`src/rtl/l2_arb_pkg.sv`:
```
// Shared types and helpers for the N-port L2 arbiter.
package l2_arb_pkg;

    typedef enum logic [1:0] {
        ST_IDLE  = 2'd0,
        ST_DELAY = 2'd1,
        ST_WAIT  = 2'd2
    } arb_state_e;

    // A zero burst size still moves one beat on the L2 side.
    function automatic int unsigned min_one_beat(input int unsigned size);
        return (size == 0) ? 32'd1 : size;
    endfunction

endpackage

```
`src/rtl/l2_arb_pick.sv`:
```
// Combinational requester picker: first candidate found searching upward from ptr, wrapping.
// With ptr tied to zero this is plain lowest-index-first priority.
module l2_arb_pick
    import l2_arb_pkg::*;
#(
    parameter int NUM_PORTS = 2,
    parameter int ID_W      = 3
) (
    input  logic [NUM_PORTS-1:0] cand,
    input  logic [ID_W-1:0]      ptr,
    output logic                 valid,
    output logic [ID_W-1:0]      idx
);

    logic [NUM_PORTS-1:0] rot;

    // Rotate so bit 0 is the port the search starts from.
    assign rot = NUM_PORTS'({cand, cand} >> ptr);

    always_comb begin
        // NOTE: every output gets a default before the loop so no latch is inferred.
        valid = 1'b0;
        idx   = '0;
        // Scan far-to-near; the last hit (closest to ptr) wins.
        for (int k = NUM_PORTS - 1; k >= 0; k--) begin
            if (rot[k]) begin
                valid = 1'b1;
                idx   = ID_W'((int'(ptr) + k) % NUM_PORTS);
            end
        end
    end

endmodule

```
`src/rtl/l2_arbiter.sv`:
```
// Arbitrates NUM_PORTS L1 requesters onto a single L2 burst interface, holding grant per burst.
// Define L2_ARB_RR_EN for round-robin arbitration; otherwise lowest index wins.
module l2_arbiter
    import l2_arb_pkg::*;
#(
    parameter int NUM_PORTS = 2,
    parameter int ADDR_W    = 32,
    parameter int DATA_W    = 32,
    parameter int BURST_W   = 5,
    parameter int ID_W      = 3
) (
    input  logic                         clk,
    input  logic                         reset_n,
    input  logic [NUM_PORTS-1:0]         req_rreq,
    input  logic [NUM_PORTS-1:0]         req_wreq,
    input  logic [NUM_PORTS*ADDR_W-1:0]  req_addr,
    input  logic [NUM_PORTS*BURST_W-1:0] req_burst_size,
    input  logic [NUM_PORTS*DATA_W-1:0]  req_wdata,
    output logic [NUM_PORTS-1:0]         req_busy,
    output logic                         l2_rreq,
    output logic                         l2_wreq,
    output logic [ADDR_W-1:0]            l2_addr,
    output logic [BURST_W-1:0]           l2_burst_size,
    output logic [DATA_W-1:0]            l2_wdata,
    input  logic                         l2_busy,
    output logic [ID_W-1:0]              grant_id
);

    arb_state_e           state, state_nxt;
    logic [NUM_PORTS-1:0] pend_r, pend_w, live, cand, capture;
    logic [ADDR_W-1:0]    pend_addr [NUM_PORTS];
    logic [BURST_W-1:0]   pend_size [NUM_PORTS];
    logic [BURST_W-1:0]   beat_cnt;
    logic [ID_W-1:0]      rr_ptr, pick_idx;
    logic                 pick_valid, grant_load, burst_done, beat;
    logic [ADDR_W-1:0]    win_addr;
    logic [BURST_W-1:0]   win_size;
    logic                 win_rd;

    assign live = req_rreq | req_wreq;
    assign cand = live | pend_r | pend_w;
    assign beat = (state == ST_WAIT) && !l2_busy;

    l2_arb_pick #(
        .NUM_PORTS (NUM_PORTS),
        .ID_W      (ID_W)
    ) u_pick (
        .cand  (cand),
        .ptr   (rr_ptr),
        .valid (pick_valid),
        .idx   (pick_idx)
    );

    always_comb begin
        win_addr = '0;
        win_size = '0;
        win_rd   = 1'b0;
        l2_wdata = '0;
        for (int i = 0; i < NUM_PORTS; i++) begin
            if (pick_idx == ID_W'(i)) begin
                win_addr = live[i] ? req_addr[i*ADDR_W +: ADDR_W] : pend_addr[i];
                win_size = live[i] ? req_burst_size[i*BURST_W +: BURST_W] : pend_size[i];
                win_rd   = req_rreq[i] | pend_r[i];
            end
            if (grant_id == ID_W'(i))
                l2_wdata = req_wdata[i*DATA_W +: DATA_W];
            req_busy[i] = (state == ST_WAIT && grant_id == ID_W'(i)) ? l2_busy : 1'b1;
            // Losers of this cycle (or anyone outside IDLE) park their request once.
            capture[i]  = live[i] && !(pend_r[i] || pend_w[i]) &&
                          ((state != ST_IDLE) || (pick_idx != ID_W'(i)));
        end
    end

    always_comb begin
        state_nxt  = state;
        grant_load = 1'b0;
        burst_done = 1'b0;
        case (state)
            ST_IDLE: begin
                if (pick_valid) begin
                    grant_load = 1'b1;
                    state_nxt  = ST_DELAY;
                end
            end
            ST_DELAY: state_nxt = ST_WAIT;
            ST_WAIT: begin
                if (beat && beat_cnt == BURST_W'(1)) begin
                    burst_done = 1'b1;
                    state_nxt  = ST_IDLE;
                end
            end
            default: state_nxt = ST_IDLE;
        endcase
    end

    always_ff @(posedge clk or negedge reset_n) begin
        if (!reset_n) state <= ST_IDLE;
        else          state <= state_nxt;
    end

    always_ff @(posedge clk or negedge reset_n) begin
        if (!reset_n) begin
            l2_rreq       <= 1'b0;
            l2_wreq       <= 1'b0;
            grant_id      <= '0;
            l2_addr       <= '0;
            l2_burst_size <= '0;
            beat_cnt      <= '0;
            pend_r        <= '0;
            pend_w        <= '0;
        end else begin
            l2_rreq <= grant_load & win_rd;
            l2_wreq <= grant_load & ~win_rd;
            if (grant_load) begin
                grant_id      <= pick_idx;
                l2_addr       <= win_addr;
                l2_burst_size <= win_size;
                beat_cnt      <= BURST_W'(min_one_beat(32'(win_size)));
            end else if (beat) begin
                beat_cnt <= beat_cnt - 1'b1;
            end
            for (int i = 0; i < NUM_PORTS; i++) begin
                if (state == ST_WAIT && grant_id == ID_W'(i)) begin
                    pend_r[i] <= 1'b0;
                    pend_w[i] <= 1'b0;
                end else if (capture[i]) begin
                    pend_r[i] <= req_rreq[i];
                    pend_w[i] <= ~req_rreq[i];
                end
            end
        end
    end

    // NOTE: parked addr/size are only read behind a set flag, so they carry no reset.
    always_ff @(posedge clk) begin
        for (int i = 0; i < NUM_PORTS; i++) begin
            if (capture[i]) begin
                pend_addr[i] <= req_addr[i*ADDR_W +: ADDR_W];
                pend_size[i] <= req_burst_size[i*BURST_W +: BURST_W];
            end
        end
    end

`ifdef L2_ARB_RR_EN
    always_ff @(posedge clk or negedge reset_n) begin
        if (!reset_n)
            rr_ptr <= '0;
        else if (burst_done)
            rr_ptr <= (grant_id == ID_W'(NUM_PORTS - 1)) ? '0 : grant_id + 1'b1;
    end
`else
    assign rr_ptr = '0;
`endif

endmodule

```
`config.mk`:
```
export PLATFORM = sky130hd
export DESIGN_NAME = l2_arbiter
export DESIGN_NICKNAME = d
export VERILOG_FILES = /design/src/rtl/l2_arb_pkg.sv /design/src/rtl/l2_arb_pick.sv /design/src/rtl/l2_arbiter.sv
export SDC_FILE = /design/constraint.sdc
export NUM_CORES = 1
export LEC_CHECK = 0
export ABC_AREA = 0
export CAP_MARGIN = 0
export CELL_PAD_IN_SITES_DETAIL_PLACEMENT = 0
export CELL_PAD_IN_SITES_GLOBAL_PLACEMENT = 1
export CORE_MARGIN = 2
export CORE_UTILIZATION = 37
export CTS_CLUSTER_DIAMETER = 120
export CTS_CLUSTER_SIZE = 14
export DETAILED_ROUTE_END_ITERATION = 10
export GPL_TIMING_DRIVEN = 0
export PLACE_DENSITY = 0.91
export RECOVER_POWER = 25
export SYNTH_ARGS = -nofsm -noshare
export SYNTH_HDL_FRONTEND = slang
export SYNTH_SLANG_ARGS = --single-unit
```
`constraint.sdc`:
```
create_clock -name clk -period 12.4 [get_ports clk]
set_input_delay 2.48 -clock clk [delete_from_list [all_inputs] [get_ports clk]]
set_output_delay 2.48 -clock clk [all_outputs]
set_load 0.01 [all_outputs]
```
# Yosys cells after proc, flatten, opt, wreduce, memory -nomap -nowiden
# Memories as Yosys holds them, arrays and structs flattened.
# Index checks and enable logic that the tools add are counted.
[word_totals]
inputBits = 145
regBits = 53
ram_bits = 74
wordCells = 95
out_inout_bits = 76
mem_count = 2
[memory_table]
columns = ["name", "depth", "width", "rd", "rd_clocked_by_memory_dff", "wr", "line", "rtl"]
rows = [
  ["pend_addr", 2, 32, 2, 0, 2, "l2_arbiter.sv:31", "logic [ADDR_W-1:0] pend_addr [NUM_PORTS];"],
  ["pend_size", 2, 5, 2, 0, 2, "l2_arbiter.sv:32", "logic [BURST_W-1:0] pend_size [NUM_PORTS];"],
]
[op_classes]
n_mux = 38
reduce_logical = 25
n_addsub = 1
eq_ne = 8
bitwise = 10
[op_table]
columns = ["op", "n"]
rows = [
  ["$mux W32", 6],
  ["$mux W5", 7],
  ["$mux W1", 22],
  ["$logic_and A1 B1 Y1", 8],
  ["$reduce_bool A2 Y1", 4],
  ["$eq A3 B1 Y1 const B", 2],
  ["$logic_not A3 Y1", 2],
  ["$or A2 B2 Y2", 3],
  ["$pmux W2 S3", 1],
  ["$eq A5 B1 Y1 const B", 1],
  ["$logic_not A5 Y1", 1],
  ["$sub A5 B1 Y5 const B", 1],
  ["$logic_or A1 B1 Y1", 4],
  ["$mux W2", 2],
  ["$logic_not A1 Y1", 3],
  ["$ne A3 B1 Y1 const B", 1],
  ["$not A1 Y1", 3],
  ["$reduce_bool A3 Y1", 1],
  ["$and A1 B1 Y1", 2],
  ["$eq A2 B1 Y1 const B", 1],
  ["$eq A2 B2 Y1 const B", 1],
  ["$logic_not A2 Y1", 1],
  ["$ne A2 B1 Y1 const B", 1],
  ["$ne A2 B2 Y1 const B", 1],
  ["other kinds (2)", 3],
]

# Longest topological paths before layout
# Gate-level depths: netlist of run 1.
[logic_depth]
word_depth = 11
ltp_mapped = 9
mapped_depth_nobuf = 6

# By module
# Synthesis of run 1 repeated with hierarchy kept, for this count alone.
[hier_totals]
cells_unflattened = 457
area_unflattened_um2 = 6054.6
[by_module_without_submodules]
columns = ["mod", "n_inst", "cells_per_inst", "area_per_inst_um2", "seq_area_each_um2"]
rows = [
  ["l2_arbiter", 1, 449, 5997.0, 3548.4],
  ["l2_arb_pick", 1, 8, 57.6, 0.0],
]

# Worst setup path before layout of run 1
# OpenSTA, ideal clock, no wires.
[synth_timing]
path_kind = "input -> register"
start = "input req_wreq[0]"
end = "memory pend_addr[0][0] (enable)"
path_stages = 3
path_buffers = 1
arrival_time_ns = 6.316
setup_slack_ns = 5.561
setup_time_ns = 0.523
required_ns = 11.877
cell_sequence = "nor2_1 clkbuf_1 nor4_1"
[synth_lines]
columns = ["item", "line", "rtl"]
rows = [
  ["start: declaration", "l2_arbiter.sv:15", "input logic [NUM_PORTS-1:0] req_wreq,"],
  ["end: declaration", "l2_arbiter.sv:31", ""],
]

# Final worst setup path of run 1
[layout_timing]
start = "input l2_busy"
end = "output req_busy[1]"
[layout_via]
elab_chain_len = 1
[layout_lines]
columns = ["item", "line", "rtl"]
rows = [
  ["start: declaration", "l2_arbiter.sv:25", "input logic l2_busy,"],
  ["$mux W1", "l2_arbiter.sv:67", "req_busy[i] = (state == ST_WAIT && grant_id == ID_W'(i)) ? l2_busy : 1'b1;"],
  ["end: declaration", "l2_arbiter.sv:19", "output logic [NUM_PORTS-1:0] req_busy,"],
]
# No other way between the ends.

==> results by group, run 1 <==
Synth
  • Netlist cell types: between 40 and 50
  • Fraction of registers with async set or reset after synthesis: 40.8%
  • Compound-Gate Fraction of Synth Area: 13.6%
  • Largest family of logic cells by synthesized area: compound AO/OA/AOI/OAI gates
  • Adder-Cell Fraction of Synth Area: 0.425%
  • Mux contribution to synthesized area: around an eighth
  • YS warnings: 0
  • Mapped cell area: 5890 sq um
  • Synthesized netlist cell count: ~470
  • XOR/XNOR share of the synthesized area: less than 1%
  • Yosys reg bits: around 130
  • EDFF count, synth: 74
  • Synthesized area per cell: approximately 13 sq um
  • Primary FF master, synth: edfxtp_1
  • Register area share after synthesis: between 50 and 60%
  • Simple-Gate Fraction of Synth Area: under 10%

Critical path
  • CP required: roughly 9.9 ns
  • Crit path buffers/inverters: 2
  • Worst r2r src: pend_r[0]$_DFFE_PN0P_
  • CP Cell Sequence: clkdlybuf4s50_1 -> nor3b_2 -> nand2_1 -> clkdlybuf4s50_1
  • Crit path capture type: primary output
  • CP dominant cell by count: clkdlybuf4s50_1
  • Slowest-stage cell, CP: clkdlybuf4s50_1
  • Cell family with the largest share of critical-path delay: buffers and inverters
  • Crit start category: input port
  • Critical path class: input port to primary output
  • Slowest stage delay, CP: approximately 0.52 ns
  • Depth of the most critical reg-to-reg path: 7
  • CP Max Fanout: 7
  • Reg2reg end: l2_addr[5]$_DFFE_PN0P_
  • WP data arrival: around 4 ns
  • Flop-to-flop setup slack: around 10 ns

CTS
  • CTS tree: done
  • Clock slew at reported path FFs: 0.05 ns
  • Skew-Pair Late Insertion Delay: ~0.41 ns
  • Total setup buffers inserted after CTS: 0
  • Post-cts sizing count: 0
  • CTS Hold Buffers Added: 0
  • Clock Sinks: approximately 130
  • Number of buffers created by CTS: 17
  • Root Driver: clkbuf_16
  • Maximum level of the CTS H-tree: 4
  • Max clock buf depth: 2

Place
  • Port bufs: about 220
  • GP Congestion: ~0.85
  • DP Worst Slack: approximately 5.9 ns
  • Placed cell count: 915
  • Placed wire-length estimate: about 14,000 um

Detailed routing
  • 1st-iter DRT viols: 271
  • Drc violations: 0
  • Vias per std cell: 5.24
  • Routed wire length: about 18,000 um
  • Drt pass-1 iters: 6
  • Routed len/inst: between 15 and 20 um
  • Via count: approximately 5,000
  • Routed Antenna Nets: 0

Timing
  • Final count of pins violating max slew: 30
  • Worst-Margin Slew: roughly 1.6 ns
  • Period utilisation layout: a little over half
  • Setup TNS: 0 ns
  • Fmax: about 0.15 GHz
  • Max_slew headroom: -7.50%
  • Final WS setup: about 6 ns
  • Crit path time final: between 6 and 7 ns
  • Worst clock skew: a little over 0.008 ns
  • Final Hold Violating Endpoints: 0
  • RSZ-0062 raised after global routing: no
  • Setup violators final: 0

Floorplanning
  • # IOs: around 220
  • Die H: approximately 130 um
  • Initial core utilization: between 30% and 40%
  • Site Rows: 46
  • Die Span X: between 100 and 150 um
  • Die area: approximately 17,000 sq um
  • Core area: 15,700 sq um

Status
  • Failing checks: max-capacitance violations, max-slew violations
  • Outcome: complete, but fails checks

Cells and area
  • Multi-input gate area: 2170 sq um
  • Nets: about 870
  • Most common cell after layout, fill and taps aside: clkdlybuf4s50_1
  • Finished Layout Cells: about 950
  • Commonest cells after routing, fill and taps aside: clkdlybuf4s50_1 (186), nand2_1 (96), edfxtp_1 (74)
  • # fillers: 1,293
  • Layout cells sized above 1: between 10 and 15%
  • Synthesis-to-finish area growth: 52.7%
  • FF/Latch Area: approximately 3500 sq um

Worst hold path
  • Min-Delay Path Class: flop to flop
  • Hold Path Origin: l2_burst_size[2]$_DFFE_PN0P_
  • Hold Crit Endpoint: l2_burst_size[2]$_DFFE_PN0P_
  • Worst hold stages: 2

GRT
  • Initial antenna violation count: 4
  • Gr ovfl total: 0
  • Grt peak-use layer: met2
  • Grt met2 use: just under 40%
  • Met3 GRT Util: 5.37%
  • Vias in the first global route: ~5,200
  • Met1 usage: 25.5%
  • All-Layer GR Usage: between 20% and 30%
  • First-pass GRT wire length: about 28,000 um
  • Largest net degree at the start of global routing: 30

Power and ir drop
  • Maximum VDD drop: between 0.1 and 0.15 mV
  • Pleak: ~3.3 nW
  • Pwr dens: around 210 nW/um^2

Run
  • Max Cap Viol: 1
==> cell usage after synthesis (2+ instances only) <==
cell type	number	area, sq um
buf_4	4	30.0
clkbuf_1	14	52.6
buf_1	2	7.51
mux2i_1	35	350
inv_1	5	18.8
nor3_1	4	20.0
buf_6	7	78.8
nand3_1	4	20.0
buf_2	9	45.0
o211ai_1	2	15.0
o21ai_0	10	50.1
a32oi_1	32	280
mux2_2	34	383
xnor2_1	3	26.3
o22a_1	33	289
edfxtp_1	74	2220
a31oi_1	2	12.5
nand2_1	96	360
o21ai_1	3	15.0
dfrtp_1	51	1280
nor2_1	9	33.8
a21oi_1	12	60.1
ha_1	2	25.0
nor4_1	4	25.0
==> metrics by stage <==
| step | hold WS (ns) | area (sq um) | power [mW] | util [%] |
|---|---|---|---|---|
| 2_1_floorplan | 0.511 | 5890 | 1.07 | - |
| 4_1_cts | 0.488 | 9000 | 1.92 | 57.3 |
| 3_3_place_gp | 0.470 | 8340 | 1.42 | 53.0 |
| 6_report | 0.485 | 8990 | 1.90 | 57.2 |
| 3_5_place_dp | 0.475 | 8450 | 1.46 | 53.8 |
| 5_1_grt | 0.517 | 8990 | 2.01 | 57.2 |
==> logic make-up (layout without fill, tap and decap cells) <==
group | count (synthesis) | in the layout
buf+inv | 42 | 301
flops | 125 | 125
compound gates | 102 | 102
other cells | 1 | 6
simple gates | 126 | 126
fa+ha+maj | 2 | 2
mux | 69 | 69
xor+xnor | 4 | 4
==> worst max path at each step <==
stage / startpoint / to / slack (ns) / cells past startpoint
after floorplan: req_wreq[0] / pend_addr[0][0]$_DFFE_PP_ / 5.56 / 3
after global placement: req_rreq[0] / pend_addr[0][10]$_DFFE_PP_ / 2.80 / 4
after detailed placement: l2_busy / req_busy[1] / 5.90 / 4
after CTS: l2_busy / req_busy[1] / 5.90 / 4
after global routing: l2_busy / req_busy[1] / 5.80 / 4
final: l2_busy / req_busy[1] / 5.92 / 4
==> metal layers <==
metal  vias up  part of all wire [%]
li1       2282                     -
met1      2428                    38
met2       241                    52
met3        33                   7.5
met4         0                   2.9
met5         -                     0
==> final cells by class <==
class	count	area share, %
buffer	36	2.38
multi-input combinational	305	24.1
timing repair buffer	227	25.1
antenna	4	0.111
clock buffer	26	5.79
inverter	6	0.250
sequential	125	38.9
tap	216	3.01
clock inverter	6	0.348
==> registers in the layout, indices dropped and copies added (netlist names) <==
register	cells
pend_r	2
grant_id	1
l2_wreq	1
pend_w	2
beat_cnt	5
l2_rreq	1
state	2
l2_addr	32
pend_size	10
pend_addr	64
l2_burst_size	5
==> worst register-to-register path, cell delays in order, from the launching register on <==
cell and delay, ns:
dfrtp_1 0.37, buf_6 0.14, or4_4 0.49, buf_6 0.15, nor2_8 0.13, clkbuf_1 0.46
a32oi_1 0.14, o22a_1 0.22
==> report_power, final <==
part,internal [mW],switching (mW),total [mW]
clock network,0.287,0.168,0.455
logic,0.403,0.366,0.769
registers,0.602,0.0750,0.676
total,1.29,0.609,1.90
(Power assumes the default switching activity.)
==> inputs of run 2 (changes only) <==
--- a/config.mk
+++ b/config.mk
@@ -10,12 +10,12 @@
 export CELL_PAD_IN_SITES_DETAIL_PLACEMENT = 0
 export CELL_PAD_IN_SITES_GLOBAL_PLACEMENT = 1
 export CORE_MARGIN = 2
-export CORE_UTILIZATION = 37
+export CORE_UTILIZATION = 31
 export CTS_CLUSTER_DIAMETER = 120
 export CTS_CLUSTER_SIZE = 14
 export DETAILED_ROUTE_END_ITERATION = 10
 export GPL_TIMING_DRIVEN = 0
-export PLACE_DENSITY = 0.91
+export PLACE_DENSITY = 0.82
 export RECOVER_POWER = 25
 export SYNTH_ARGS = -nofsm -noshare
 export SYNTH_HDL_FRONTEND = slang
==> constraint.sdc (replaced) <==
create_clock -name clk -period 5.7 [get_ports clk]
set_input_delay 1.14 -clock clk [delete_from_list [all_inputs] [get_ports clk]]
set_output_delay 1.14 -clock clk [all_outputs]
set_load 0.01 [all_outputs]
==> results by group, run 2 (synthesis gave the netlist of run 1 again) <==
Cells and area
  • Layout cells sized above 1: 13.5%
  • Nets: 865
  • Largest registers: pend_addr: 64 flops, l2_addr: 32 flops, pend_size: 10 flops
  • Final core occ: roughly half
  • Fin area: 9010 sq um
  • Most common cell after layout, fill and taps aside: clkdlybuf4s50_1
  • Max reg flops: 64
  • Commonest cells after routing, fill and taps aside: clkdlybuf4s50_1 (186), nand2_1 (96), edfxtp_1 (74)
  • Largest reg by FF count: pend_addr
  • Synthesis-to-finish area growth: 53.0%
  • # fillers: 1,666
  • Finished Layout Cells: about 970

Detailed routing
  • Drc violations: 0
  • Routed Antenna Nets: 0
  • Drt pass-1 iters: 7
  • 1st-iter DRT viols: between 200 and 250
  • Vias per std cell: 5.13
  • Routed len/inst: 19.2 um
  • Routed wire length: 18,500 um
  • Via count: 4,954

Timing
  • Worst clock skew: 0.00631 ns
  • Setup violators final: 0
  • Worst-Margin Slew: around 1.8 ns
  • Period utilisation layout: 66.6%
  • Final Hold Violating Endpoints: 0
  • Fmax: 0.264 GHz
  • Max_slew headroom: -21.4%
  • Final count of pins violating max slew: 31
  • Setup TNS: 0 ns
  • Crit path time final: 3.79 ns
  • RSZ-0062 raised after global routing: no

GRT
  • Initial antenna violation count: 2
  • Gr ovfl total: 0
  • Largest net degree at the start of global routing: 31
  • All-Layer GR Usage: ~19%
  • First-pass GRT wire length: between 20,000 and 30,000 um
  • Vias in the first global route: between 5,000 and 6,000

CTS
  • Clock slew at reported path FFs: 0.05 ns
  • CTS Hold Buffers Added: 0
  • Number of buffers created by CTS: 17
  • Post-cts sizing count: 0
  • Root Driver: clkbuf_16
  • Maximum level of the CTS H-tree: 4
  • Skew-Pair Late Insertion Delay: approximately 0.42 ns
  • Clock Sinks: 125
  • CTS tree: done
  • Max clock buf depth: 2
  • Total setup buffers inserted after CTS: 0

Critical path
  • CP Cell Sequence: clkbuf_1 -> clkbuf_1 -> mux2_2 -> clkdlybuf4s50_1
  • Critical path class: flop to primary output
  • Crit path buffers/inverters: 3
  • WP data arrival: 2.65 ns
  • Cell family with the largest share of critical-path delay: buffers and inverters
  • Slowest-stage cell, CP: clkbuf_1
  • CP Max Fanout: 10
  • CP required: approximately 4.6 ns
  • Crit path capture type: primary output
  • CP dominant cell by count: clkbuf_1
  • Slowest stage delay, CP: between 0.4 and 0.5 ns
  • Crit start category: flop

Status
  • Outcome: complete, but fails checks
  • Failing checks: max-capacitance violations, max-slew violations

Run
  • Max Cap Viol: 1

Place
  • Placed cell count: roughly 930
  • GP Congestion: between 0.8 and 0.9
  • Placed wire-length estimate: 14,200 um
  • Port bufs: 217
  • Post-DP Area: between 8000 and 9000 sq um

Floorplanning
  • Core area: between 15,000 and 20,000 sq um
  • Site Rows: 50
  • # IOs: around 220
  • Die Span X: between 100 and 150 um
  • Die area: roughly 20,000 sq um
  • Initial core utilization: a little under a third
  • Die H: ~140 um

Power and ir drop
  • Pwr dens: between 400 and 500 nW/um^2
  • Pleak: around 3.3 nW
  • Maximum VDD drop: ~0.23 mV

Worst hold path
  • Min-Delay Path Class: flop to flop
## run 2: changes by cell type in the layout (fill, tap and decap cells not counted)
cell	change
clkinv_2	-3
clkinv_4	+1
clkbuf_8	+2
diode_2	-3
clkinvlp_4	+1
clkbuf_16	-1
## run 2: area by class of cell
class	instances	area (sq um)	share of cell area [%]
antenna	1	2.50	0.0278
clock inverter	5	32.5	0.361
clock buffer	27	523	5.80
tap	234	293	3.25
buffer	36	214	2.37
inverter	6	22.5	0.250
sequential	125	3500	38.8
multi-input combinational	305	2170	24.1
timing repair buffer	227	2260	25.0
## run 2: metal layers
metal,track usage (%),up-vias,routed length [um]
li1,-,2284,-
met1,20.7,2408,7290
met2,33.3,230,9420
met3,5.64,30,1430
met4,7.05,2,384
met5,0,-,5
## run 2: power by group
part | switching (mW) | internal [mW]
clock network | 0.383 | 0.625
logic | 0.797 | 0.877
registers | 0.164 | 1.31
total | 1.34 | 2.81
## run 2: path summary, 6_finish.rpt
check,endpoint,start,slack [ns],cells after the start
max in group asynchronous,l2_rreq$_DFF_PN0_,reset_n,2.39,2
worst max register to register,l2_addr[7]$_DFFE_PN0P_,pend_r[0]$_DFFE_PN0P_,3.49,7
worst min register to register,l2_burst_size[4]$_DFFE_PN0P_,l2_burst_size[4]$_DFFE_PN0P_,0.47,2
min in group asynchronous,l2_addr[11]$_DFFE_PN0P_,reset_n,1.00,1
worst max-delay path,l2_wdata[22],grant_id[0]$_DFFE_PN0P_,1.91,4
worst min-delay path,l2_burst_size[4]$_DFFE_PN0P_,l2_burst_size[4]$_DFFE_PN0P_,0.47,2
## run 2: per-stage QoR
stage | setup slack [ns] | total power, mW | hold WS [ns]
6_report | 1.91 | 4.15 | 0.469
5_1_grt | 1.78 | 4.39 | 0.516
4_1_cts | 1.84 | 4.21 | 0.478
2_1_floorplan | 0.201 | 2.33 | 0.511
3_3_place_gp | -2.78 | 3.11 | 0.470
3_5_place_dp | 1.85 | 3.18 | 0.464
## run 2: worst min-delay path, delay by kind of cell (launching register included)
| kind | cells | cell delay [ns] |
|---|---|---|
| flops | 1 | 0.34 |
| simple gates | 2 | 0.10 |
==> inputs of run 3 (changes only) <==
==> constraint.sdc (replaced) <==
create_clock -name clk -period 3.3 [get_ports clk]
set_input_delay 0.66 -clock clk [delete_from_list [all_inputs] [get_ports clk]]
set_output_delay 0.66 -clock clk [all_outputs]
set_load 0.01 [all_outputs]
==> results by group, run 3 (synthesis gave the netlist of run 1 again) <==
Critical path
  • CP required: about 2.6 ns
  • Crit path capture type: primary output
  • WP data arrival: ~2.4 ns
  • CP Cell Sequence: clkbuf_1 -> mux2_2 -> clkdlybuf4s50_1
  • Cell family with the largest share of critical-path delay: buffers and inverters
  • Flop-to-flop setup slack: 0.94 ns
  • Critical path class: flop to primary output
  • Reg2reg end: pend_addr[0][37]$_DFFE_PP_
  • CP Max Fanout: 12
  • Depth of the most critical reg-to-reg path: 5
  • Slowest-stage cell, CP: dfrtp_1
  • Crit start category: flop
  • Worst r2r src: state[1]$_DFFE_PN0P_
  • Crit path buffers/inverters: 2
  • Slowest stage delay, CP: roughly 0.63 ns

Floorplanning
  • Initial core utilization: 31.6%
  • Die area: about 20,000 sq um
  • Core area: ~19,000 sq um
  • # IOs: roughly 220
  • Site Rows: 50
  • Die Span X: 142 um
  • Die H: roughly 140 um

Place
  • Port bufs: ~220
  • Placed wire-length estimate: roughly 14,000 um
  • GP Congestion: 0.872

CTS
  • Skew-Pair Late Insertion Delay: 0.42 ns
  • Root Driver: clkbuf_16
  • Maximum level of the CTS H-tree: 4
  • Number of buffers created by CTS: 17
  • Clock Sinks: about 130
  • Clock slew at reported path FFs: roughly 0.060 ns
  • Max clock buf depth: 2
  • Total setup buffers inserted after CTS: 0
  • CTS tree: done

Detailed routing
  • Routed Antenna Nets: 0
  • Drt pass-1 iters: 5
  • Routed len/inst: 19.7 um
  • Drc violations: 0
  • Routed wire length: roughly 19,000 um
  • Via count: around 4,900
  • Vias per std cell: 5.11
  • 1st-iter DRT viols: 300

Timing
  • RSZ-0062 raised after global routing: no
  • Worst clock skew: 0.00980 ns
  • Final Hold Violating Endpoints: 0
  • Setup TNS: 0 ns
  • Crit path time final: between 3 and 4 ns
  • Fmax: roughly 0.33 GHz
  • Max_slew headroom: roughly 4.5%
  • Worst-Margin Slew: between 1 and 1.5 ns
  • Final count of pins violating max slew: 0
  • Setup violators final: 0
  • Hold WS: between 0.4 and 0.5 ns
  • Period utilisation layout: between 90% and 100%

Status
  • Outcome: finished, final reports clean

Cells and area
  • Commonest cells after routing, fill and taps aside: clkdlybuf4s50_1 (171), nand2_1 (96), edfxtp_1 (74)
  • Largest reg by FF count: pend_addr
  • Nets: 860
  • Synthesis-to-finish area growth: 53.6%
  • Most common cell after layout, fill and taps aside: clkdlybuf4s50_1
  • Largest registers: pend_addr: 64 flops, l2_addr: 32 flops, pend_size: 10 flops
  • Max reg flops: 64
  • Layout cells sized above 1: around 14%

GRT
  • Gr ovfl total: 0
  • Grt met2 use: about a third
  • Largest net degree at the start of global routing: 31
  • Met3 GRT Util: approximately 4.7%
  • All-Layer GR Usage: 18.7%
  • First-pass GRT wire length: ~28,000 um
  • Met1 usage: a little over a fifth
  • Grt peak-use layer: met2
  • Initial antenna violation count: 2
  • Vias in the first global route: around 5,100

Worst hold path
  • Worst hold stages: 2
  • Min-Delay Path Class: flop to flop
  • Hold Crit Endpoint: l2_burst_size[2]$_DFFE_PN0P_
  • Hold Path Origin: l2_burst_size[2]$_DFFE_PN0P_

Power and ir drop
  • Maximum VDD drop: ~0.46 mV
  • Pleak: ~3.3 nW
  • Total Power: about 7.3 mW
  • Pwr dens: around 800 nW/um^2

Run
  • Max Cap Viol: 0
run 3: final cells by class:
class                      instances  area, sq um
antenna                            2         5.00
fill                            1637         9600
inverter                           6         22.5
sequential                       125         3500
clock buffer                      18          439
timing repair buffer             223         2270
tap                              234          293
clock inverter                    14          121
multi-input combinational        305         2180
buffer                            35          211
run 3: worst max path at each step:
stage                                  from                          to  slack [ns]  cells past startpoint
floorplan                       req_rreq[1]  pend_addr[0][32]$_DFFE_PP_        0.08                      5
global placement                req_wreq[1]  pend_addr[0][32]$_DFFE_PP_       -1.59                      5
detailed placement              req_rreq[0]  pend_addr[0][33]$_DFFE_PP_       -0.14                      8
CTS                 grant_id[0]$_DFFE_PN0P_                l2_wdata[25]        0.20                      3
global route        grant_id[0]$_DFFE_PN0P_                 l2_wdata[5]        0.13                      3
finish              grant_id[0]$_DFFE_PN0P_                 l2_wdata[5]        0.24                      3
run 3: worst register-to-register path: cells and delay by family (launching register included):
kind / cells / cell delay (ns)
simple gates: 2 / 0.91
compound gates: 1 / 0.26
flops: 1 / 0.48
buf+inv: 2 / 0.42
run 3: power by group:
group	switching, mW	internal [mW]	leakage [nW]
Combinational	1.39	1.53	1.80
Clock	0.724	1.05	0.272
Sequential	0.315	2.26	1.27
Total	2.43	4.84	3.35
run 3: repair_timing:
item                                    CTS  global route
endpoints found under the setup margin   14             0
gates resized for setup                   1             0
hold buffers                              0             0
run 3: per-stage QoR:
| stage | setup WS, ns | utilization, % | area (sq um) | instances |
|---|---|---|---|---|
| floorplan | 0.0818 | - | 5910 | 472 |
| global placement | -1.59 | 44.9 | 8380 | 923 |
| detailed placement | -0.138 | 45.6 | 8490 | 929 |
| CTS | 0.198 | 48.5 | 9050 | 960 |
| global route | 0.126 | 48.5 | 9040 | 961 |
| finish | 0.237 | 48.5 | 9050 | 962 |
run 3: metal layers:
| layer | part of all wire [%] | vias up |
|---|---|---|
| li1 | - | 2268 |
| met1 | 40 | 2390 |
| met2 | 51 | 227 |
| met3 | 7.1 | 27 |
| met4 | 2.2 | 0 |
| met5 | 0 | - |
